## src/rtl/uart_rx_fifo_port.sv

```systemverilog
// uart_rx_fifo_port: memory-mapped UART receiver with a byte FIFO.
// Bytes are deserialized from rx (8N1, LSB first), queued in a circular
// buffer, and popped by loads from RXDATA. STATUS exposes occupancy and
// sticky error flags; CONTROL clears the flags and flushes the FIFO.
module uart_rx_fifo_port #(
    parameter int CLK_FREQ   = 50_000_000,
    parameter int BAUD_RATE  = 9600,
    parameter int FIFO_DEPTH = 8,
    parameter int CNT_W      = $clog2(FIFO_DEPTH) + 1
) (
    input  logic             clk,
    input  logic             rst,
    input  logic [31:0]      Address,
    input  logic [31:0]      DataIn,
    output logic [31:0]      DataOut,
    input  logic             Select,
    input  logic             Write,
    input  logic             Read,
    input  logic             rx,
    output logic [CNT_W-1:0] rx_level
);

    localparam int CLKS_PER_BIT = CLK_FREQ / BAUD_RATE;
    localparam int HALF         = CLKS_PER_BIT / 2;
    localparam int DIV_W        = (CLKS_PER_BIT > 1) ? $clog2(CLKS_PER_BIT) : 1;
    localparam int PTR_W        = $clog2(FIFO_DEPTH);

    localparam logic [DIV_W-1:0] BIT_LAST  = DIV_W'(CLKS_PER_BIT - 1);
    localparam logic [DIV_W-1:0] HALF_LAST = DIV_W'(HALF - 1);
    localparam logic [CNT_W-1:0] CNT_FULL  = CNT_W'(FIFO_DEPTH);

    typedef enum logic [1:0] {IDLE, START, DATA, STOP} state_t;
    typedef enum logic [1:0] {REG_DATA, REG_STATUS, REG_CTRL, REG_RSVD} reg_t;

    // Receiver state
    logic             rx_meta, rx_s;
    state_t           state_q, state_d;
    logic [DIV_W-1:0] div_q, div_d;
    logic [2:0]       bit_idx_q, bit_idx_d;
    logic [7:0]       shift_q, shift_d;
    logic             push;
    logic             frame_err;

    // FIFO and flag state
    logic [7:0]       mem [FIFO_DEPTH];
    logic [PTR_W-1:0] wr_ptr_q, rd_ptr_q;
    logic [CNT_W-1:0] count_q;
    logic             overrun_q, framing_err_q;

    // Bus decode
    reg_t reg_sel;
    logic empty, full, pop, ctrl_wr, flush, wr_en, rd_en, overrun_set;
    logic unused_bits;

    assign reg_sel     = reg_t'(Address[3:2]);
    assign empty       = (count_q == '0);
    assign full        = (count_q == CNT_FULL);
    assign pop         = Select & Read & (reg_sel == REG_DATA) & ~empty;
    assign ctrl_wr     = Select & Write & (reg_sel == REG_CTRL);
    assign flush       = ctrl_wr & DataIn[2];
    // A pop in the same cycle frees a slot, so a push into a full FIFO still lands.
    assign wr_en       = push & ~flush & (~full | pop);
    assign rd_en       = pop & ~flush;
    assign overrun_set = push & ~flush & full & ~pop;
    assign rx_level    = count_q;
    assign unused_bits = ^{Address[31:4], Address[1:0], DataIn[31:3]};

    // Two-flop synchronizer for the asynchronous rx pin (idles high).
    always_ff @(posedge clk or posedge rst) begin
        // NOTE: sequential state uses non-blocking assignments so every flop
        // samples pre-edge values, which makes the two stages a real pipeline.
        if (rst) begin
            rx_meta <= 1'b1;
            rx_s    <= 1'b1;
        end else begin
            rx_meta <= rx;
            rx_s    <= rx_meta;
        end
    end

    // Receiver FSM state register.
    always_ff @(posedge clk or posedge rst) begin
        if (rst) begin
            state_q   <= IDLE;
            div_q     <= '0;
            bit_idx_q <= '0;
            shift_q   <= '0;
        end else begin
            state_q   <= state_d;
            div_q     <= div_d;
            bit_idx_q <= bit_idx_d;
            shift_q   <= shift_d;
        end
    end

    // Receiver FSM next-state: start validation at mid-bit, data sampling, stop check.
    always_comb begin
        // NOTE: every output gets a default first so no path leaves a value
        // unassigned, which would otherwise infer a latch.
        state_d   = state_q;
        div_d     = div_q;
        bit_idx_d = bit_idx_q;
        shift_d   = shift_q;
        push      = 1'b0;
        frame_err = 1'b0;
        case (state_q)
            IDLE: begin
                if (!rx_s) begin
                    div_d   = '0;
                    state_d = START;
                end
            end
            START: begin
                if (div_q == HALF_LAST) begin
                    if (!rx_s) begin
                        state_d   = DATA;
                        bit_idx_d = '0;
                        div_d     = '0;
                    end else begin
                        state_d = IDLE;
                    end
                end else begin
                    div_d = div_q + DIV_W'(1);
                end
            end
            DATA: begin
                if (div_q == BIT_LAST) begin
                    div_d            = '0;
                    shift_d[bit_idx_q] = rx_s;
                    if (bit_idx_q == 3'd7) begin
                        state_d = STOP;
                    end else begin
                        bit_idx_d = bit_idx_q + 3'd1;
                    end
                end else begin
                    div_d = div_q + DIV_W'(1);
                end
            end
            STOP: begin
                if (div_q == BIT_LAST) begin
                    div_d   = '0;
                    state_d = IDLE;
                    if (rx_s) begin
                        push = 1'b1;
                    end else begin
                        frame_err = 1'b1;
                    end
                end else begin
                    div_d = div_q + DIV_W'(1);
                end
            end
            default: state_d = IDLE;
        endcase
    end

    // FIFO storage write port.
    always_ff @(posedge clk) begin
        // NOTE: the byte array has no reset; its contents are only visible
        // through count-qualified reads, so stale data is never observed.
        if (wr_en) begin
            mem[wr_ptr_q] <= shift_q;
        end
    end

    // FIFO pointers and occupancy; flush overrides any push or pop.
    always_ff @(posedge clk or posedge rst) begin
        if (rst) begin
            wr_ptr_q <= '0;
            rd_ptr_q <= '0;
            count_q  <= '0;
        end else if (flush) begin
            wr_ptr_q <= '0;
            rd_ptr_q <= '0;
            count_q  <= '0;
        end else begin
            if (wr_en) begin
                wr_ptr_q <= wr_ptr_q + PTR_W'(1);
            end
            if (rd_en) begin
                rd_ptr_q <= rd_ptr_q + PTR_W'(1);
            end
            case ({wr_en, rd_en})
                2'b10:   count_q <= count_q + CNT_W'(1);
                2'b01:   count_q <= count_q - CNT_W'(1);
                default: count_q <= count_q;
            endcase
        end
    end

    // Sticky error flags; a set in the same cycle as a clear wins.
    always_ff @(posedge clk or posedge rst) begin
        if (rst) begin
            overrun_q     <= 1'b0;
            framing_err_q <= 1'b0;
        end else begin
            overrun_q     <= overrun_set | (overrun_q & ~(ctrl_wr & DataIn[0]));
            framing_err_q <= frame_err | (framing_err_q & ~(ctrl_wr & DataIn[1]));
        end
    end

    // Combinational read mux for single-cycle loads.
    always_comb begin
        DataOut = '0;
        case (reg_sel)
            REG_DATA: begin
                if (!empty) begin
                    DataOut = {24'b0, mem[rd_ptr_q]};
                end
            end
            REG_STATUS: begin
                DataOut[0]           = ~empty;
                DataOut[1]           = full;
                DataOut[2]           = overrun_q;
                DataOut[3]           = framing_err_q;
                DataOut[8 +: CNT_W]  = count_q;
            end
            default: DataOut = '0;
        endcase
    end

endmodule

```

## config.mk

```make
export PLATFORM = sky130hd
export DESIGN_NAME = uart_rx_fifo_port
export DESIGN_NICKNAME = d
export VERILOG_FILES = /design/src/rtl/uart_rx_fifo_port.sv
export SDC_FILE = /design/constraint.sdc
export NUM_CORES = 1
export LEC_CHECK = 0
export BUFFER_PORTS_ARGS = -buffer_cell sky130_fd_sc_hd__buf_2
export CAP_MARGIN = 20
export CORE_MARGIN = 3
export CORE_UTILIZATION = 45
export CTS_CLUSTER_DIAMETER = 50
export DETAILED_ROUTE_END_ITERATION = 10
export PLACE_DENSITY = 0.67
export SYNTH_ARGS = -nofsm -noshare
export SYNTH_HDL_FRONTEND = slang
export SYNTH_SLANG_ARGS = --single-unit
```

## constraint.sdc

```tcl
create_clock -name clk -period 3.89 [get_ports clk]
set_input_delay 0.1945 -clock clk [delete_from_list [all_inputs] [get_ports clk]]
set_output_delay 0.1945 -clock clk [all_outputs]
set_load 0.005 [all_outputs]
```

=== Yosys cells after proc, flatten, opt, wreduce, memory -nomap -nowiden ===
Memories as Yosys holds them, arrays and structs flattened.
Index checks and enable logic that the tools add are counted.

* Bits in writable memories: 64
* Bits in registers: 40
* Bits in latches: 0
* Output and inout port bits: 36
* Input bits: 70
* Word-level logic and storage cells: 112
* Memories: 1
* Bits in read-only memories: 0

{| class="wikitable"
|+ Memory list
! memory !! words !! width !! read ports !! clocked after memory_dff !! wr ports !! RTL line !! source
|-
| mem || 8 || 8 || 1 || 0 || 1 || 45 || <nowiki>logic [7:0] mem [FIFO_DEPTH];</nowiki>
|}

* Bitwise operators: 24
* Multiplexer cells: 38
* Add/sub/neg operators: 6
* Shift-type cells: 0
* Reductions and logical operators: 12
* $lt $le $gt $ge: 2
* Divide/modulo/power cells: 0
* Eq/ne operators: 18
* $mul: 0

{| class="wikitable"
|+ Operators by type and width
! operator !! number
|-
| $mux 13 || 3
|-
| $pmux 13 s3 || 1
|-
| $mux 3 || 8
|-
| $pmux 4 s2 || 3
|-
| $mux 20 || 1
|-
| $and 1x1->1 || 15
|-
| $ne 2x2->1 const B || 7
|-
| $add 13x1->13 const B || 1
|-
| $eq 13x12->1 const B || 1
|-
| $eq 13x13->1 const B || 1
|-
| $mux 2 || 6
|-
| $reduce_and 5->1 || 2
|-
| $add 3x1->3 const B || 3
|-
| $mux 1 || 9
|-
| $bwmux 8 || 1
|-
| $eq 2x2->1 const B || 4
|-
| $mux 4 || 2
|-
| $mux 8 || 1
|-
| $pmux 2 s4 || 1
|-
| $eq 2x1->1 const B || 3
|-
| $not 1->1 || 6
|-
| $pmux 3 s2 || 1
|-
| $reduce_bool 2->1 || 3
|-
| $add 4x1->4 const B || 1
|-
| other kinds (13) || 16
|}

=== Logic depth before layout (Yosys ltp) ===
* Word-level depth: 9
* Gate-level depth with buffers: 11

=== Worst setup path before layout ===
No wires, ideal clock.

* Path type: flip-flop to flip-flop
* Start point: register div_q[3]
* End point: memory mem[4][0], enable pin
* Clock period less this slack: 3.015 ns
* Buffers on the path: 1
* Cell stages (with the launch flop): 6
* Required time: 3.492 ns
* Library setup time: 0.398 ns
* Arrival time: 2.617 ns
* Path slack: 0.875 ns
* Path through: dfrtp_1 -> buf_6 -> or4b_4 -> nor4_2 -> nand4_1 -> nor4b_1

* Cells in the longest elaborated chain, start to end: 7

{| class="wikitable"
|+ RTL lines
! item !! RTL line !! source
|-
| from (decl) || 38 || <nowiki>logic [DIV_W-1:0] div_q, div_d;</nowiki>
|-
| from (signal assigned) || 90 || <nowiki>div_q <= div_d;</nowiki>
|-
| $eq 13x13->1 || 140 || <nowiki>if (div_q == BIT_LAST) begin</nowiki>
|-
| $mux 1 || 140 ||
|-
| $mux 1 || 106 || <nowiki>case (state_q)</nowiki>
|-
| $and 1x1->1 (2 in series) || 62 || <nowiki>assign wr_en = push & ~flush & (~full | pop);</nowiki>
|-
| $mux 1 || 160 || <nowiki>if (wr_en) begin</nowiki>
|-
| $mux 1 (implied by the code) || 161 || <nowiki>mem[wr_ptr_q] <= shift_q;</nowiki>
|-
| to (decl) || 45 ||
|}

No other way between the ends.

=== Final worst setup path ===
* Start point: register div_q[3]
* End point: memory mem[6][4], enable pin

The elaborated chain is that of the path after synthesis.

==> summary.txt <==
XOR/XNOR Fraction of Synth Area: 0.8627%
RR Startpoint: div_q[3]
Layout Nets: 495
global-route wire length before repair: 16200 microns
post-synthesis register bit count: 104
switch share: 27.48%
H-tree levels: 3
Max-Cap Viols: 0
HP Class: input pin to flip-flop
Core Region: 10940 sq um
ratio of cells with drive above 1 in the final layout: 20.28%
Max VDD drop: 246.9 uV
die width: 112.2 microns
Die Y: 112.2 microns
hold path startpoint: DataIn[0]
Fin. Hold Viols: 0
Worst Reg-to-Reg Cells: 5
Flop pwr share: 52.2%
EDFF count, synth: 64
Post-DRT Antenna Nets: 0
combinational family with the most area after synthesis: simple AND/OR/NAND/NOR gates
Detailed Place HPWL: 6660 microns
clk_lat worst skew: 0.35 ns
static leakage: 2.323 nW
pin count of the biggest net entering global routing: 27
synthesized area: 5076 sq um
Critical Path RT: 3.85 ns
slew margin rel.: 36.75%
RSZ-0062 raised after global routing: false
Hold Crit Depth: 4
Synth area leaders: edfxtp_1 38%, dfrtp_1 19%, mux4_2 7.1%
Synth Area in Compound Gates: 6.285%
Clock transition at path regs: 0.08 ns
leading area contributor after synthesis: edfxtp_1
synth cell count leaders: 64 x edfxtp_1, 38 x dfrtp_1, 26 x nand2_1
Worst Path Arrival: 2.78 ns
maximum clock frequency: 354.7 MHz
port bufs: 26
P per Cell Area: 438.1 nW/um^2
top-count cell post-synth: edfxtp_1
post-synthesis mux area share: 12.03%
Startpoint Class: flip-flop
Net Switching: 678.8 uW
share of the synthesized area in the top cell type: 37.86%
Slew Limit Fails: 0
Worst Path Class, Setup: flip-flop to flip-flop
Clock Power Share: 37.3%
TritonCTS clock tree: done
clock buffer depth: 2
Via Count: 3186
GPL Wtd Cong: 0.8524
WL per Instance: 17.59 microns
# DRC: 0
Gate power share: 10.4%
period utilization: 72.47%
fill count: 961
cts bufs inserted: 9
DRT iter0 DRCs: 196
worst-path maximum fanout: 9
Initial Util: 46.42%
shortest period the worst path allows: 2.819 ns
grt ovf: 0
Multi-input gate area: 1958 sq um
Initial DRT Pass Iterations: 4
Setup crit end kind: flip-flop
antenna cells: 0
FFs w/ async S/R, synth: 38.46%
Storage cell area: 2925 sq um
status: completed
# IOs: 106
Internal Power: 1.792 mW
final WL: 9923 microns
final setup TNS: 0 ns
row count: 38
clock skew: 0.01404 ns
area delta synth->final: 11.09%
Min Hold Slack: 0.1281 ns
# setup viols final: 0
clk sinks: 104
synth unique cells: 54
Post-Synth Adder-Cell Area: 1.479%
Yosys Warn Count: 0
top_reg_cell synth: edfxtp_1
Worst Setup SP: div_q[3]
total die area: 12590 sq um
synthesized instance count: 392
initial antenna violation count: 0
register area share after synthesis: 57.63%
Simple-Gate Fraction of Synth Area: 16.32%
root buffer cell: clkbuf_16
vias in the first global route: 3057
worst slew pin tran: 0.9453 ns
Via-to-Cell Ratio: 5.649
synthesized area per cell: 12.95 sq um
Total GRT Usage: 16.27%
-- critical path, cell delays in order (launching register included) --
cell and delay [ns]:
dfrtp_1 0.47, or4b_4 0.61, nor4_2 0.25, buf_4 0.20
nand4_1 0.14, nor2_1 0.76
-- metal layers --
layer  vias to the layer above  GRT usage, %  part of all wire [%]
li1                       1525             -                     -
met1                      1577         22.68                    45
met2                        75         26.26                    50
met3                         9         3.396                   4.2
met4                         0         4.247                   1.0
met5                         -             0                     0
-- power by group through the flow --
stage	Clock (mW)	Sequential [mW]	Combinational, mW
3_3_place_gp	0	1.31	0.249
6_report	0.923	1.29	0.258
5_1_grt	0.985	1.30	0.285
3_5_place_dp	0	1.32	0.255
2_1_floorplan	0	1.24	0.260
4_1_cts	0.943	1.29	0.257
-- cells in the final DEF (no fill, tap or decap), drive strengths merged, types with 7 or more instances in the layout --
cell / synthesis / final
nor4: 8 / 8
nor3: 11 / 11
dfrtp: 38 / 38
conb: 1 / 20
nand2: 26 / 26
nor2: 15 / 15
nand3: 19 / 19
nor2b: 7 / 7
mux2: 8 / 8
mux4: 16 / 16
buf: 29 / 37
inv: 7 / 12
edfxtp: 64 / 64
nand4: 9 / 9
o21ai: 11 / 11
and2: 7 / 7
mux2i: 16 / 16
a21oi: 7 / 7
clkbuf: 13 / 9
-- repair_timing --
action | 4_1_cts | 5_1_grt
setup buffers | 0 | 0
hold buffers | 1 | 1
resized for setup | 0 | 0
endpoints found under the hold margin | 1 | 13
-- area by class of cell --
type	instances	share of cell area, %
clock buffer	9	3.994
clock inverter	7	1.575
inverter	7	0.4659
multi-input combinational	258	34.72
timing repair buffer	39	4.260
tap	140	3.106
sequential	104	51.87
-- registers in the layout, summed over array words and instances (netlist names), named ones only --
name           count
rx_meta            1
framing_err_q      1
rx_level           4
div_q             13
shift_q            8
rx_s               1
bit_idx_q          3
rd_ptr_q           3
state_q            1
overrun_q          1
mem               64
wr_ptr_q           3
-- per-stage QoR --
stage	instance area (sq um)	setup slack (ns)	util (%)	total power, mW	cells
CTS	5614	1.010	51.34	2.493	562
global route	5639	0.9011	51.57	2.572	564
detailed placement	5290	1.027	48.38	1.571	545
global placement	5290	1.095	48.38	1.563	545
floorplan	5147	0.8749	-	1.501	411
finish	5639	1.071	51.57	2.471	564
-- worst paths after layout --
check,end,slack (ns)
hold / removal,overrun_q,0.13
min in group asynchronous,div_q[12],0.46
hold reg to reg,rx_s,0.36
setup / recovery,mem[6][4],1.07
setup reg to reg,mem[6][4],1.07
max in group asynchronous,rx_meta,2.60
-- logic make-up after synthesis --
family | Yosys count
buffers and inverters | 49
other | 1
muxes | 40
xor gates and xnor gates | 5
and+or+nand+nor | 140
adders and majority gates | 6
DFF | 104
AOI/OAI and AO/OA | 47
(Power assumes the default switching activity.)
